<file path="config.mk">
export PLATFORM = sky130hd
export DESIGN_NAME = qspi_rom_fetch
export DESIGN_NICKNAME = d
export VERILOG_FILES = /design/src/rtl/qspi_rom_fetch.sv
export SDC_FILE = /design/constraint.sdc
export NUM_CORES = 1
export LEC_CHECK = 0
export ABC_AREA = 1
export BUFFER_PORTS_ARGS = -buffer_cell sky130_fd_sc_hd__buf_2
export CAP_MARGIN = 30
export CORE_ASPECT_RATIO = 1.2
export CORE_UTILIZATION = 50
export CTS_BUF_LIST = sky130_fd_sc_hd__clkbuf_2
export CTS_CLUSTER_DIAMETER = 200
export DETAILED_ROUTE_END_ITERATION = 10
export GPL_ROUTABILITY_DRIVEN = 0
export PLACE_DENSITY = 0.77
export SYNTH_ARGS = -nofsm -noshare
export SYNTH_HDL_FRONTEND = slang
export SYNTH_SLANG_ARGS = --single-unit
export TNS_END_PERCENT = 1
</file>
<file path="constraint.sdc">
create_clock -name clk -period 1.74 [get_ports clk]
set_input_delay 0.348 -clock clk [delete_from_list [all_inputs] [get_ports clk]]
set_output_delay 0.348 -clock clk [all_outputs]
set_load 0.005 [all_outputs]
</file>
<file path="src/rtl/qspi_rom_fetch.sv">
// Single-byte cartridge ROM fetch over quad SPI (Fast Read Quad I/O, 0xEB).
// A one-entry last-address buffer answers repeated fetches without touching the flash.
module qspi_rom_fetch #(
  parameter int          ADDR_W       = 12,
  parameter logic [23:0] ROM_BASE     = 24'h100000,
  parameter int          DESEL_CYCLES = 2
) (
  input  logic              clk,
  input  logic              reset,
  input  logic              req,
  input  logic [ADDR_W-1:0] addr,
  output logic              busy,
  output logic              valid,
  output logic [7:0]        data,
  output logic              sclk,
  output logic              select_n,
  output logic [3:0]        io_out,
  output logic [3:0]        io_oe,
  input  logic [3:0]        io_in
);

  typedef enum logic [2:0] {
    S_IDLE, S_CMD, S_ADDR, S_MODE, S_DUMMY, S_DATA, S_DESEL
  } state_t;

  localparam logic [7:0] CMD_QUAD_READ = 8'hEB;
  localparam logic [7:0] DESEL_LAST    = 8'(DESEL_CYCLES - 1);

  state_t      state, state_n;
  logic [7:0]  cnt, cnt_n;
  logic        half, half_n;      // 0: SCK low half, 1: SCK high half
  logic [23:0] faddr, faddr_n;
  logic [3:0]  rx, rx_n;
  logic [23:0] tag, tag_n;
  logic        tag_ok, tag_ok_n;
  logic        busy_n, valid_n, sclk_n, select_n_n;
  logic [7:0]  data_n;
  logic [3:0]  io_out_n, io_oe_n;
  logic [23:0] req_faddr;
  logic [7:0]  cnt_inc;

  function automatic logic cmd_bit(input logic [7:0] idx);
    logic [7:0] s;
    s = CMD_QUAD_READ << idx;
    return s[7];
  endfunction

  function automatic logic [3:0] addr_nibble(input logic [23:0] a, input logic [7:0] idx);
    logic [23:0] s;
    s = a << {idx, 2'b00};
    return s[23:20];
  endfunction

  // NOTE: every variable gets a default before the case, so no path leaves one unassigned (no latches).
  always_comb begin
    state_n    = state;
    cnt_n      = cnt;
    half_n     = half;
    faddr_n    = faddr;
    rx_n       = rx;
    tag_n      = tag;
    tag_ok_n   = tag_ok;
    busy_n     = busy;
    valid_n    = 1'b0;
    data_n     = data;
    sclk_n     = sclk;
    select_n_n = select_n;
    io_out_n   = io_out;
    io_oe_n    = io_oe;
    req_faddr  = ROM_BASE + 24'(addr);
    cnt_inc    = cnt + 8'd1;

    unique case (state)
      S_IDLE: begin
        if (req) begin
          if (tag_ok && (req_faddr == tag)) begin
            valid_n = 1'b1;
          end else begin
            faddr_n    = req_faddr;
            state_n    = S_CMD;
            cnt_n      = 8'd0;
            half_n     = 1'b0;
            select_n_n = 1'b0;
            busy_n     = 1'b1;
            io_oe_n    = 4'b0001;
            io_out_n   = {3'b000, CMD_QUAD_READ[7]};
          end
        end
      end

      S_DESEL: begin
        if (cnt == DESEL_LAST) begin
          state_n = S_IDLE;
          busy_n  = 1'b0;
          cnt_n   = 8'd0;
        end else begin
          cnt_n = cnt_inc;
        end
      end

      default: begin
        if (!half) begin
          half_n = 1'b1;
          sclk_n = 1'b1;
        end else begin
          // End of an SCK period: sample, advance, and set up the next low half.
          half_n = 1'b0;
          sclk_n = 1'b0;
          cnt_n  = cnt_inc;
          unique case (state)
            S_CMD: begin
              if (cnt == 8'd7) begin
                state_n  = S_ADDR;
                cnt_n    = 8'd0;
                io_oe_n  = 4'b1111;
                io_out_n = faddr[23:20];
              end else begin
                io_out_n = {3'b000, cmd_bit(cnt_inc)};
              end
            end
            S_ADDR: begin
              if (cnt == 8'd5) begin
                state_n  = S_MODE;
                cnt_n    = 8'd0;
                io_out_n = 4'b0000;
              end else begin
                io_out_n = addr_nibble(faddr, cnt_inc);
              end
            end
            S_MODE: begin
              if (cnt == 8'd1) begin
                state_n  = S_DUMMY;
                cnt_n    = 8'd0;
                io_oe_n  = 4'b0000;
                io_out_n = 4'b0000;
              end
            end
            S_DUMMY: begin
              if (cnt == 8'd3) begin
                state_n = S_DATA;
                cnt_n   = 8'd0;
              end
            end
            S_DATA: begin
              if (cnt == 8'd0) begin
                rx_n = io_in;
              end else begin
                data_n     = {rx, io_in};
                valid_n    = 1'b1;
                select_n_n = 1'b1;
                io_oe_n    = 4'b0000;
                io_out_n   = 4'b0000;
                tag_n      = faddr;
                tag_ok_n   = 1'b1;
                state_n    = S_DESEL;
                cnt_n      = 8'd0;
              end
            end
            default: ;
          endcase
        end
      end
    endcase
  end

  // NOTE: state registers use non-blocking assignments so all flops update together at the edge.
  always_ff @(posedge clk) begin
    if (reset) begin
      state    <= S_IDLE;
      cnt      <= 8'd0;
      half     <= 1'b0;
      faddr    <= 24'd0;
      rx       <= 4'd0;
      tag      <= 24'd0;
      tag_ok   <= 1'b0;
      busy     <= 1'b0;
      valid    <= 1'b0;
      data     <= 8'h00;
      sclk     <= 1'b0;
      select_n <= 1'b1;
      io_out   <= 4'd0;
      io_oe    <= 4'd0;
    end else begin
      state    <= state_n;
      cnt      <= cnt_n;
      half     <= half_n;
      faddr    <= faddr_n;
      rx       <= rx_n;
      tag      <= tag_n;
      tag_ok   <= tag_ok_n;
      busy     <= busy_n;
      valid    <= valid_n;
      data     <= data_n;
      sclk     <= sclk_n;
      select_n <= select_n_n;
      io_out   <= io_out_n;
      io_oe    <= io_oe_n;
    end
  end

endmodule

</file>
==> flow_summary.toml <==
[synthesis]
ys_seq_area_share_pct = 38.8
synth-seq-cells = 61
yosys.area.top_type_share_pct = 38.8
synth_area_um2 = 3150
yosys.area.top_type = "dfxtp_1"
yosysUniqueCellTypes = 32
syn_nets = 494
netlist_instances = 472
yosys_warnings = 0
synth_area_per_cell_um2 = 6.67
netlist_top_cells_area = "dfxtp_1 39%, nand2_1 14%, a21oi_1 7.5%"

[cts]
clk_latency_ns = 0.52
h-tree-depth = 3
cts.sink_count = 61
clk_pin_slew_ns = 0.20
cts_hold_buf = 0
root_buffer = "clkbuf_2"
clockBufferDepth = 2
cts_inserted_buffers = 9
cts_tree = "done"

[power_and_ir_drop]
finalPower_mw = 4.57
p_leak_nw = 1.83
p_per_area_nw_per_um2 = 1140
worst_ir_drop_vdd_mv = 0.628

[routing]
vias = 3356
vias_per_cell = 5.28
drt-total-wl_mm = 8.38
drt-initial-drc-count = 204
met1_length_mm = 3.42
ant_nets = 0
met2WireLength_mm = 4.41
drc = 0
wl_per_cell_um = 13.2
drt-pass1-iter-count = 5
wl_met3_um = 391
topRoutingLayerUsed = "met4"

[worst_setup_path]
critical_path_arrival_ns = 2.27
critPathMaxFanout = 7
crit_chain = "inv_4, nand2_4, nor3_4, nand4_1, nand2_1, nor2_1, nand2_1, inv_2, nor2_4, nand2_1, a21oi_1"
cp_slowest_cell = "dfxtp_4"
end_kind = "flop"
crit_type = "flop to flop"
worstPathRequired_ns = 2.21
slowest_delay_ns = 0.41
crit_top_cell = "nand2_1"
setup.worst_path.start_class = "flop"

[global_routing]
grt_first_pass_wirelength_mm = 13.6
grt-ovfl-total = 0
grt_pass1_vias = 3101
grt.total_usage_pct = 27.3
grt_max_degree = 38
antenna_found_initial = 0

[floorplanning]
die_h_um = 88.9
dieArea_um2 = 6620
chipWidth_um = 74.4
start_util_pct = 52.0
fp.coreArea_um2 = 6050
row_count = 31
boundaryPins = 39

[timing]
hold_slack_ns = 0.0741
finalSetupViolCount = 11
setup_ws_ns = -0.0637
drv_slew = 0
skew_ns = 0.0321
tightest_slew_ns = 0.435
setup-tns-final_ns = -0.348
layout_min_cycle_time_ns = 1.80
max_freq_mhz = 554
post-route-period-util_pct = 104
slew_headroom_pct = 70.8
hold_viol_final = 0
rsz0062_at_grt = "yes"

[layout]
final_cell_mix = "110 x nand2_1, 57 x nor2_1, 53 x dfxtp_1"
fillCellCount = 541
final_common_cell = "nand2_1"
regArea_um2 = 1240
diodes = 0
finalNetCount = 571
instances_no_fill = 636
multi_input_comb_area_um2 = 1740
final_area_um2 = 4000
fin_util_pct = 66.1
areaGrowthSynthToFinish_pct = 27.1
final_layout_size_suffix_gt1_share_pct = 29.4

[placement]
dp_hpwl_mm = 5.88
dpl_worst_slack_ns = -0.118
placed_cell_area_um2 = 3640
placedCellCount = 609
numPortBuffers = 38

[worst_hold_path]
hp-class = "primary input to flop"

[run_status]
status = "complete, but fails checks"
violations = "setup timing"

[flow_run]
cap_viol_max_count = 0
-- kinds of logic after synthesis --
logic type      Yosys count  share of synthesized area (%)
compound gates           94                           15.3
simple gates            235                           33.2
buf+inv                  72                           9.54
flops                    61                           38.8
fa+ha+maj                 3                           1.19
xor+xnor                  7                           1.95
-- where the power goes --
part	internal (mW)	total, mW	leakage (nW)	switching [mW]
logic	0.780	1.92	1.26	1.14
clock network	0.334	0.885	0.0679	0.551
registers	1.60	1.77	0.502	0.170
total	2.72	4.57	1.83	1.86
-- final timing paths --
path         startpoint  slack [ns]        to  cells after the start
max              cnt[4]       -0.06    cnt[4]                     11
max reg2reg      cnt[4]       -0.06    cnt[4]                     11
min             addr[9]        0.07  faddr[9]                      3
min reg2reg       rx[2]        0.46   data[6]                      2
-- cell usage after synthesis (all sizes together) --
| cell type | number |
|---|---|
| clkbuf | 9 |
| ha | 3 |
| nor3 | 3 |
| o21ai | 42 |
| nand3 | 28 |
| xnor2 | 4 |
| clkinv | 3 |
| buf | 9 |
| nand3b | 1 |
| xor2 | 3 |
| o21a | 2 |
| dfxtp | 61 |
| or2 | 2 |
| bufinv | 1 |
| nand4 | 11 |
| inv | 50 |
| o21bai | 1 |
| nand2 | 121 |
| nor2 | 69 |
| a21oi | 47 |
| o31ai | 1 |
| a22oi | 1 |
-- flip-flops by register name, summed over array words and instances (netlist names) --
signal	flops
faddr	13
data	8
rx	4
tag	13
sclk	1
half	1
busy	1
io_oe	2
valid	1
io_out	4
cnt	8
select_n	1
state	3
tag_ok	1
-- per-layer routing --
metal | track usage, % | vias up
li1 | - | 1672
met1 | 31.1 | 1563
met2 | 48.0 | 105
met3 | 6.65 | 16
met4 | 11.7 | 0
met5 | 0 | -
-- critical path: cells and delay by family, from the launching register on --
kind,cells,cell delay (ns)
buffers and inverters,2,0.11
AO/OA/AOI/OAI,1,0.13
flip-flops,1,0.41
AND/OR/NAND/NOR,8,1.10
-- timing repair --
action | 4_1_cts | 5_1_grt
pin swaps | 3 | 20
setup endpoints to repair | 13 | 58
gates resized for setup | 13 | 45
buffers inserted | 6 | 5
gates cloned | 0 | 0
-- final cells by class --
class                      count  area share [%]
inverter                      54            5.47
clock buffer                  10            1.25
clock inverter                 6            1.60
timing repair buffer          84            14.6
sequential                    61            30.9
multi-input combinational    339            43.6
tap                           82            2.56
No activity file was read; power rests on OpenSTA's default activity.
